File: src/rtl/weight_bias_loader_if.sv
// Host word stream plus the broadcast weight/bias bus driven by the loader.
// Valid/ready: a host word transfers on a rising edge where s_valid and s_ready are both high;
// s_data must be stable while s_valid is high, s_ready never depends on s_valid, and the bus
// side has no ready (every beat is a single-cycle valid pulse that the tagged neuron captures).
interface weight_bias_loader_if;
  logic [31:0] s_data;
  logic        s_valid;
  logic        s_ready;
  logic        weightValid;
  logic        biasValid;
  logic [31:0] weightValue;
  logic [31:0] biasValue;
  logic [31:0] config_layer_num;
  logic [31:0] config_neuron_num;

  modport master (
    input  s_data, s_valid,
    output s_ready, weightValid, biasValid, weightValue, biasValue,
           config_layer_num, config_neuron_num
  );

  modport slave (
    output s_data, s_valid,
    input  s_ready, weightValid, biasValid, weightValue, biasValue,
           config_layer_num, config_neuron_num
  );
endinterface

File: src/rtl/weight_bias_loader.sv
// Replays a flat host word stream as per-neuron weight beats followed by one bias beat,
// tagging every beat with the layer and neuron that must capture it.
module weight_bias_loader #(
  parameter int CNT_WIDTH = 16
) (
  input  logic                 clk,
  input  logic                 rst,
  input  logic                 start,
  input  logic [31:0]          cfg_layer,
  input  logic [CNT_WIDTH-1:0] cfg_neurons,
  input  logic [CNT_WIDTH-1:0] cfg_weights,
  weight_bias_loader_if.master bus,
  output logic                 busy,
  output logic                 done,
  output logic                 cfg_err,
  output logic [1:0]           state_dbg
);

  typedef enum logic [1:0] {
    IDLE   = 2'd0,
    LOAD_W = 2'd1,
    LOAD_B = 2'd2
  } state_t;

  state_t               state;
  state_t               state_next;
  logic [31:0]          layer_q;
  logic [CNT_WIDTH-1:0] neurons_q;
  logic [CNT_WIDTH-1:0] weights_q;
  logic [CNT_WIDTH-1:0] neuron_cnt;
  logic [CNT_WIDTH-1:0] weight_cnt;
  logic                 hs;
  logic                 cfg_bad;
  logic                 start_ok;
  logic                 last_weight;
  logic                 last_neuron;

  assign bus.s_ready = (state != IDLE);
  assign busy        = (state != IDLE);
  assign state_dbg   = state;
  assign hs          = bus.s_valid & bus.s_ready;
  assign cfg_bad     = (cfg_neurons == '0) || (cfg_weights == '0);
  assign start_ok    = (state == IDLE) && start && !cfg_bad;
  assign last_weight = (weight_cnt == weights_q - CNT_WIDTH'(1));
  assign last_neuron = (neuron_cnt == neurons_q - CNT_WIDTH'(1));

  always_ff @(posedge clk) begin
    if (rst) state <= IDLE;
    else     state <= state_next;
  end

  always_comb begin
    state_next = state;
    case (state)
      IDLE:    if (start_ok) state_next = LOAD_W;
      LOAD_W:  if (hs && last_weight) state_next = LOAD_B;
      LOAD_B:  if (hs) state_next = last_neuron ? IDLE : LOAD_W;
      default: state_next = IDLE;
    endcase
  end

  // Job configuration and position counters; start outside IDLE never reaches here.
  always_ff @(posedge clk) begin
    if (rst) begin
      layer_q    <= '0;
      neurons_q  <= '0;
      weights_q  <= '0;
      neuron_cnt <= '0;
      weight_cnt <= '0;
    end else if (start_ok) begin
      layer_q    <= cfg_layer;
      neurons_q  <= cfg_neurons;
      weights_q  <= cfg_weights;
      neuron_cnt <= '0;
      weight_cnt <= '0;
    end else if (hs && state == LOAD_W) begin
      weight_cnt <= last_weight ? '0 : weight_cnt + CNT_WIDTH'(1);
    end else if (hs && state == LOAD_B && !last_neuron) begin
      neuron_cnt <= neuron_cnt + CNT_WIDTH'(1);
    end
  end

  // Registered bus: the beat, its value and its tags all appear the cycle after the handshake.
  always_ff @(posedge clk) begin
    if (rst) begin
      bus.weightValid       <= 1'b0;
      bus.biasValid         <= 1'b0;
      bus.weightValue       <= '0;
      bus.biasValue         <= '0;
      bus.config_layer_num  <= '0;
      bus.config_neuron_num <= '0;
      done                  <= 1'b0;
      cfg_err               <= 1'b0;
    end else begin
      bus.weightValid <= hs && (state == LOAD_W);
      bus.biasValid   <= hs && (state == LOAD_B);
      done            <= hs && (state == LOAD_B) && last_neuron;
      cfg_err         <= (state == IDLE) && start && cfg_bad;
      if (hs && state == LOAD_W) bus.weightValue <= bus.s_data;
      if (hs && state == LOAD_B) bus.biasValue   <= bus.s_data;
      if (hs) begin
        bus.config_layer_num  <= layer_q;
        bus.config_neuron_num <= 32'(neuron_cnt);
      end
    end
  end

endmodule

File: src/flat_wrapper.sv
// flat-port wrapper written by rule: the top's interface ports become plain ports
module weight_bias_loader_flat 
#(
  parameter int CNT_WIDTH = 16
)
  (clk, rst, start, cfg_layer, cfg_neurons, cfg_weights, busy, done, cfg_err, state_dbg, bus_s_data, bus_s_valid, bus_s_ready, bus_weightValid, bus_biasValid, bus_weightValue, bus_biasValue, bus_config_layer_num, bus_config_neuron_num);
  weight_bias_loader_if bus_i ();
  input  logic clk;
  input  logic rst;
  input  logic start;
  input  logic [31:0] cfg_layer;
  input  logic [CNT_WIDTH-1:0] cfg_neurons;
  input  logic [CNT_WIDTH-1:0] cfg_weights;
  output logic busy;
  output logic done;
  output logic cfg_err;
  output logic [1:0] state_dbg;
  input wire logic [$bits(bus_i.s_data)-1:0] bus_s_data;
  input wire logic [$bits(bus_i.s_valid)-1:0] bus_s_valid;
  output wire logic [$bits(bus_i.s_ready)-1:0] bus_s_ready;
  output wire logic [$bits(bus_i.weightValid)-1:0] bus_weightValid;
  output wire logic [$bits(bus_i.biasValid)-1:0] bus_biasValid;
  output wire logic [$bits(bus_i.weightValue)-1:0] bus_weightValue;
  output wire logic [$bits(bus_i.biasValue)-1:0] bus_biasValue;
  output wire logic [$bits(bus_i.config_layer_num)-1:0] bus_config_layer_num;
  output wire logic [$bits(bus_i.config_neuron_num)-1:0] bus_config_neuron_num;
  assign bus_i.s_data = bus_s_data;
  assign bus_i.s_valid = bus_s_valid;
  assign bus_s_ready = bus_i.s_ready;
  assign bus_weightValid = bus_i.weightValid;
  assign bus_biasValid = bus_i.biasValid;
  assign bus_weightValue = bus_i.weightValue;
  assign bus_biasValue = bus_i.biasValue;
  assign bus_config_layer_num = bus_i.config_layer_num;
  assign bus_config_neuron_num = bus_i.config_neuron_num;
  weight_bias_loader #(.CNT_WIDTH(CNT_WIDTH)) u_core (.clk(clk), .rst(rst), .start(start), .cfg_layer(cfg_layer), .cfg_neurons(cfg_neurons), .cfg_weights(cfg_weights), .bus(bus_i), .busy(busy), .done(done), .cfg_err(cfg_err), .state_dbg(state_dbg));
endmodule
File: config.mk
export PLATFORM = sky130hd
export DESIGN_NAME = weight_bias_loader_flat
export DESIGN_NICKNAME = d
export VERILOG_FILES = /design/src/rtl/weight_bias_loader_if.sv /design/src/rtl/weight_bias_loader.sv /design/src/flat_wrapper.sv
export SDC_FILE = /design/constraint.sdc
export NUM_CORES = 1
export LEC_CHECK = 0
export BUFFER_PORTS_ARGS = -buffer_cell sky130_fd_sc_hd__buf_2
export CORE_MARGIN = 2
export CORE_UTILIZATION = 38
export CTS_CLUSTER_DIAMETER = 60
export CTS_CLUSTER_SIZE = 12
export DETAILED_ROUTE_END_ITERATION = 10
export HOLD_SLACK_MARGIN = 0.08
export PLACE_DENSITY = 0.59
export SLEW_MARGIN = 20
export SYNTH_ARGS = -nofsm -noshare
export SYNTH_HDL_FRONTEND = slang
export SYNTH_SLANG_ARGS = --single-unit
File: constraint.sdc
create_clock -name clk -period 2.7 [get_ports clk]
set_input_delay 0.27 -clock clk [delete_from_list [all_inputs] [get_ports clk]]
set_output_delay 0.27 -clock clk [all_outputs]
set_load 0.01 [all_outputs]
==> results.sh, run 1 <==
export IMPL_status="finished with violations"
export IMPL_violations="setup timing"
export IMPL_hold_path_endpoint="u_core.neurons_q[1]$_SDFFE_PP0P_"
export IMPL_synth_edf_count=0
export IMPL_yosys_top_cells_area="dfxtp_1 (48%), nand2_1 (16%), a21oi_1 (11%)"
export IMPL_r2r_slack_ns=-0.04
export IMPL_dpl_hpwl_um=17000
export IMPL_htreeDepth=1
export IMPL_crit_required_ns=3.13
export IMPL_die_area_sq_um=24900
export IMPL_drc=0
export IMPL_dp_cells=1659
export IMPL_areaGrowthSynthToFinish_pct=35.5
export IMPL_maxSlewHeadroom=0.446
export IMPL_yosysTopAreaCellShare=0.477
export IMPL_drt_wl_total_um=26700
export IMPL_fillers=2215
export IMPL_finalNetCount=1564
export IMPL_power_switching_share=0.265
export IMPL_hold_viol_final=0
export IMPL_power_switching_w=0.00188
export IMPL_pwr_share_seq=0.471
export IMPL_setup_slack_ns=-0.0408
export IMPL_ys_warn_count=0
export IMPL_final_cell_count_no_fill=1782
export IMPL_hold_path_depth=3
export IMPL_end_kind="register"
export IMPL_rsz0062_at_grt="yes"
export IMPL_gp_congestion=0.835
export IMPL_portBuffers=219
export IMPL_power_frac_clock=0.381
export IMPL_period_share=1.02
export IMPL_cap_violations=0
export IMPL_wl_per_cell_um=15.0
export IMPL_total_power_w=0.00711
export IMPL_cts_path_max_buffers=3
export IMPL_layout_drive_gt1_share=0.220
export IMPL_antenna_found_initial=1
export IMPL_rr_worst_depth=9
export IMPL_clk_latency_ns=0.51
export IMPL_grt_pass1_vias=8313
export IMPL_slew_viol_final=0
export IMPL_worstPathArrival_ns=3.17
export IMPL_cts_setup_buffers=0
export IMPL_setup_viol_count_final=10
export IMPL_clock_skew_ns=0.0200
export IMPL_synth_distinct_cells=56
export IMPL_drt_iter0_drc=407
export IMPL_final_core_util=0.522
export IMPL_synth_flop_cell="dfxtp_1"
export IMPL_syn_inst=1159
export IMPL_post_drt_via_cell_ratio=4.94
export IMPL_initial_core_util=0.385
export IMPL_ys_seq_area_frac=0.477
export IMPL_path_class="register to register"
export IMPL_pin_count=236
export IMPL_ys_seq_elements=214
export IMPL_core_sq_um=23300
export IMPL_intPower_w=0.00522
export IMPL_hold_path_class="input port to register"
export IMPL_grt_first_pass_wirelength_um=41700
export IMPL_ant_nets=0
export IMPL_die_w_um=158
export IMPL_via_count=8807
export IMPL_placementRows=56
export IMPL_cts_tree="yes"
export IMPL_grt_use_total=0.204
export IMPL_p_per_area_nw_per_um2=584
export IMPL_ir_drop_mv=0.385
export IMPL_worst_slew_pin_slew_ns=0.832
export IMPL_dr_pass1_iters=7
export IMPL_final_cell_mix="nand2_1 (382), buf_2 (218), dfxtp_1 (208)"
export IMPL_worst_hold_startpoint="cfg_neurons[1]"
export IMPL_worstPathMaxFanout=16
export IMPL_finalCriticalPeriod_ns=2.74
export IMPL_die_h_um=158
export IMPL_fmax_mhz=365
export IMPL_syn_avg_cell_area_sq_um=7.75
export IMPL_whs_ns=0.101
export IMPL_syn_cell_area_sq_um=8980
export IMPL_fin_tns_setup_ns=-0.225
export IMPL_r2r_start="u_core.neurons_q[3]$_SDFFE_PP0P_"
export IMPL_clk_pin_slew_ns=0.06
export IMPL_yosysTopAreaCell="dfxtp_1"
export IMPL_critPathLaunchType="register"
export IMPL_clock_root_buffer="clkbuf_16"
export IMPL_timing_rr_end="u_core.neuron_cnt[15]$_SDFFE_PP0P_"
export IMPL_layout_commonest_cell="nand2_1"
export IMPL_leakage_nw=4.94
export IMPL_grt_max_degree=149
export IMPL_grt_ovfl_total=0
export IMPL_cts_sinks=214
export IMPL_startpoint="u_core.neurons_q[3]$_SDFFE_PP0P_"
export IMPL_async_flop_share=0
export IMPL_numCtsBuffers=22
export IMPL_pwr_share_comb=0.148
-- final cells by class --
cell class              count  area (sq um)  share of cell area
clock inverters             3          32.5             0.00267
diodes                      1          2.50            0.000206
well taps                 319           399              0.0328
multi-input cells         858          4420               0.363
repair buffers            351          2410               0.198
inverters                  13          48.8             0.00401
clock buffers              23           564              0.0464
flip-flops and latches    214          4290               0.353
-- cells by family after synthesis --
family / count (synthesis) / share of synthesized area
adders and majority gates: 4 / 0.00557
AOI/OAI and AO/OA: 250 / 0.154
and+or+nand+nor: 535 / 0.258
xor gates and xnor gates: 52 / 0.0507
muxes: 1 / 0.00125
buffers and inverters: 102 / 0.0529
DFF: 214 / 0.477
other: 1 / 0.000417
-- stage by stage --
stage	cell area, sq um	worst slack (ns)
4_1_cts	12100	-0.0413
5_1_grt	12200	-0.169
6_report	12200	-0.0408
3_5_place_dp	10500	-0.0931
3_3_place_gp	10500	-0.0575
2_1_floorplan	9050	0.0192
-- Yosys cell counts, drive strengths merged, types with 4 or more instances --
cell and n:
nand3 17, or3 7, clkbuf 55, o31ai 9, or2 7, nand2b 10, nor4 17, o211ai 7
nor3 12, a21oi 195, and3 6, or4 14, inv 13, o21ai 12, xor2 24, nand2 383
xnor2 28, buf 34, dfxtp 214, nor2 37, ha 4, nand4 10
-- power by group through the flow --
stage	clock (W)	combinational, W	sequential [W]
6_report	0.00271	0.00105	0.00334
5_1_grt	0.00291	0.00116	0.00336
4_1_cts	0.00278	0.00102	0.00334
3_5_place_dp	0	0.000896	0.00341
3_3_place_gp	0	0.000889	0.00340
2_1_floorplan	0	0.000561	0.00342
-- layer usage --
metal	GRT usage	vias to the layer above	part of all wire
li1	-	4450	-
met1	0.264	4047	0.45
met2	0.335	261	0.46
met3	0.0485	49	0.063
met4	0.0645	0	0.029
met5	0	-	0
-- worst max-delay path: stages, from the launching register on --
cell and delay [ns]:
dfxtp_2 0.33, or4_4 0.59, or4_1 0.52, nand3_1 0.10
or4_4 0.13, or3_4 0.12, o21ai_4 0.07, buf_12 0.16
or4_1 0.49, a21oi_1 0.15
-- sequential cells by signal, indices dropped and copies added (netlist names) --
| register | flops |
|---|---|
| u_core.bus.config_layer_num | 32 |
| u_core.bus.config_neuron_num | 16 |
| u_core.bus.weightValid | 1 |
| u_core.weights_q | 16 |
| u_core.weight_cnt | 16 |
| u_core.neuron_cnt | 16 |
| u_core.done | 1 |
| u_core.bus.biasValid | 1 |
| u_core.bus.biasValue | 32 |
| u_core.layer_q | 32 |
| u_core.bus.weightValue | 32 |
| u_core.state_dbg | 2 |
| u_core.neurons_q | 16 |
| u_core.cfg_err | 1 |
-- what timing repair did --
action                     CTS  global route
hold endpoints to repair   127             0
hold buffers                95             0
gates cloned                 0             1
setup endpoints to repair   12            32
pin swaps                    0             2
gates resized for setup      8            17
-- worst max-delay path by stage --
stage                                               to  slack (ns)
floorplan            u_core.neuron_cnt[0]$_SDFFE_PP0P_        0.02
global placement    u_core.neuron_cnt[15]$_SDFFE_PP0P_       -0.06
detailed placement  u_core.neuron_cnt[15]$_SDFFE_PP0P_       -0.09
CTS                 u_core.neuron_cnt[15]$_SDFFE_PP0P_       -0.04
global route         u_core.neuron_cnt[6]$_SDFFE_PP0P_       -0.17
finish              u_core.neuron_cnt[15]$_SDFFE_PP0P_       -0.04
Power figures use the tool's default switching activity.
==> run 2: changes to the inputs <==
--- a/config.mk
+++ b/config.mk
@@ -8,6 +8,7 @@
 export BUFFER_PORTS_ARGS = -buffer_cell sky130_fd_sc_hd__buf_2
 export CORE_MARGIN = 2
 export CORE_UTILIZATION = 38
+export CTS_BUF_LIST = sky130_fd_sc_hd__clkbuf_4
 export CTS_CLUSTER_DIAMETER = 60
 export CTS_CLUSTER_SIZE = 12
 export DETAILED_ROUTE_END_ITERATION = 10
==> run 2 against run 1 <==
Compared with the run above: non-clock buffer count is 6 higher; first-iteration DRC count fell by 6.6%; clock-buffer cell count decreased by 1; critical endpoint is now u_core.neuron_cnt[7]$_SDFFE_PP0P_; register-to-register slack about the same; sequential cell count unchanged; fmax decreased by 0.30%; die area did not move; the run still ends with setup timing left; core utilization fell by 1.4 points; critical path type unchanged; global-route usage is 0.14 points lower.
==> results.sh, run 2 (synthesis gave the netlist of run 1 again) <==
export IMPL_status="finished with violations"
export IMPL_violations="setup timing"
export IMPL_drc=0
export IMPL_period_share=1.02
export IMPL_p_per_area_nw_per_um2=502
export IMPL_power_switching_share=0.289
export IMPL_grt_ovfl_total=0
export IMPL_die_w_um=158
export IMPL_register_area_sq_um=4290
export IMPL_layout_drive_gt1_share=0.219
export IMPL_maxSlewHeadroom=0.471
export IMPL_dr_pass1_iters=5
export IMPL_worstPathArrival_ns=3.32
export IMPL_layout_commonest_cell="nand2_1"
export IMPL_cts_path_max_buffers=3
export IMPL_wl_per_cell_um=14.9
export IMPL_final_cell_count_no_fill=1788
export IMPL_die_h_um=158
export IMPL_power_switching_w=0.00172
export IMPL_place_area_sq_um=10500
export IMPL_finalCriticalPeriod_ns=2.75
export IMPL_leakage_nw=4.80
export IMPL_portBuffers=219
export IMPL_grt_max_degree=149
export IMPL_pwr_share_comb=0.178
export IMPL_antenna_found_initial=1
export IMPL_areaGrowthSynthToFinish_pct=31.9
export IMPL_cap_violations=0
export IMPL_core_sq_um=23300
export IMPL_dpl_hpwl_um=17000
export IMPL_clk_latency_ns=0.67
export IMPL_grt_first_pass_wirelength_um=41300
export IMPL_setup_viol_count_final=8
export IMPL_post_drt_via_cell_ratio=4.91
export IMPL_cts_sinks=214
export IMPL_dp_cells=1659
export IMPL_initial_core_util=0.385
export IMPL_worst_slew_pin_slew_ns=0.794
export IMPL_rsz0062_at_grt="yes"
export IMPL_placementRows=56
export IMPL_clock_root_buffer="clkbuf_4"
export IMPL_fillers=2261
export IMPL_drt_wl_total_um=26600
export IMPL_grt_use_total=0.202
export IMPL_gp_congestion=0.835
export IMPL_pin_count=236
export IMPL_worstPathMaxFanout=16
export IMPL_drt_iter0_drc=380
export IMPL_path_class="register to register"
export IMPL_cts_tree="yes"
export IMPL_numCtsBuffers=22
export IMPL_grt_pass1_vias=8275
export IMPL_setup_slack_ns=-0.0489
export IMPL_end_kind="register"
export IMPL_critPathLaunchType="register"
export IMPL_crit_required_ns=3.28
export IMPL_slew_viol_final=0
export IMPL_die_area_sq_um=24900
export IMPL_ir_drop_mv=0.329
export IMPL_via_count=8781
export IMPL_final_core_util=0.508
export IMPL_power_frac_clock=0.260
export IMPL_clock_skew_ns=0.0549
export IMPL_pwr_share_seq=0.562
export IMPL_final_cell_mix="nand2_1 (382), buf_2 (218), dfxtp_1 (208)"
export IMPL_htreeDepth=1
export IMPL_clk_pin_slew_ns=0.13
export IMPL_finalNetCount=1570
export IMPL_multi_input_area_sq_um=4420
export IMPL_total_power_w=0.00595
export IMPL_ant_nets=0
export IMPL_hold_viol_final=0
export IMPL_fmax_mhz=364
export IMPL_place_ws_ns=-0.0931
export IMPL_fin_area_sq_um=11900
export IMPL_hold_path_class="input port to register"
export IMPL_intPower_w=0.00423
-- run 2: changes by cell type in the layout (fill, tap and decap cells not counted), sizes merged --
cell	previous run	this run
bufinv	0	1
buf	255	256
clkbuf	24	23
dlygate4sd3	95	100
-- run 2: repair_timing --
action | in CTS | in global routing
setup endpoints to repair | 12 | 33
pin swaps | 1 | 1
hold endpoints to repair | 141 | 0
resized for setup | 8 | 18
cloned | 0 | 1
buffers inserted | 1 | 0
hold buffers | 100 | 0
-- run 2: cell type report --
cell class,count,area share
Tap cell,319,0.0337
Timing Repair Buffer,357,0.209
Clock inverter,4,0.00422
Sequential cell,214,0.362
Multi-Input combinational cell,858,0.373
Antenna cell,1,0.000211
Inverter,13,0.00412
Clock buffer,22,0.0139
-- run 2: path summary, 6_finish.rpt --
check	from	endpoint	slack [ns]	depth (start not counted)
min	cfg_layer[11]	u_core.layer_q[11]$_SDFFE_PP0P_	0.38	4
min reg2reg	u_core.layer_q[19]$_SDFFE_PP0P_	u_core.bus.config_layer_num[19]$_SDFFE_PP0P_	0.45	2
max	u_core.neurons_q[4]$_SDFFE_PP0P_	u_core.neuron_cnt[7]$_SDFFE_PP0P_	-0.05	9
max reg2reg	u_core.neurons_q[4]$_SDFFE_PP0P_	u_core.neuron_cnt[7]$_SDFFE_PP0P_	-0.05	9
-- run 2: layer usage --
metal,vias up,GRT usage,part of all wire
li1,4462,-,-
met1,4018,0.261,0.45
met2,251,0.337,0.46
met3,50,0.0476,0.063
met4,0,0.0606,0.028
met5,-,0,0
-- run 2: worst max-delay path: stages, from the launching register on --
cell and delay [ns]:
dfxtp_4 0.36, or4_4 0.59, or4_1 0.52, nand3_1 0.10, or4_4 0.13, or3_4 0.13
o21ai_4 0.07, buf_12 0.16, or4_1 0.49, a21oi_1 0.15
-- run 2: stage by stage --
| step | setup TNS (ns) | hold slack, ns |
|---|---|---|
| 3_3_place_gp | -0.432 | 0.437 |
| 4_1_cts | -0.0887 | 0.300 |
| 3_5_place_dp | -0.695 | 0.443 |
| 6_report | -0.253 | 0.376 |
| 5_1_grt | -1.69 | 0.325 |
| 2_1_floorplan | 0 | 0.398 |
-- run 2: power by group through the flow --
stage	Clock, W	Combinational [W]	Sequential (W)
after floorplan	0	0.000561	0.00342
after global placement	0	0.000889	0.00340
after detailed placement	0	0.000896	0.00341
after CTS	0.00162	0.00103	0.00334
after global routing	0.00173	0.00117	0.00336
final	0.00154	0.00106	0.00334
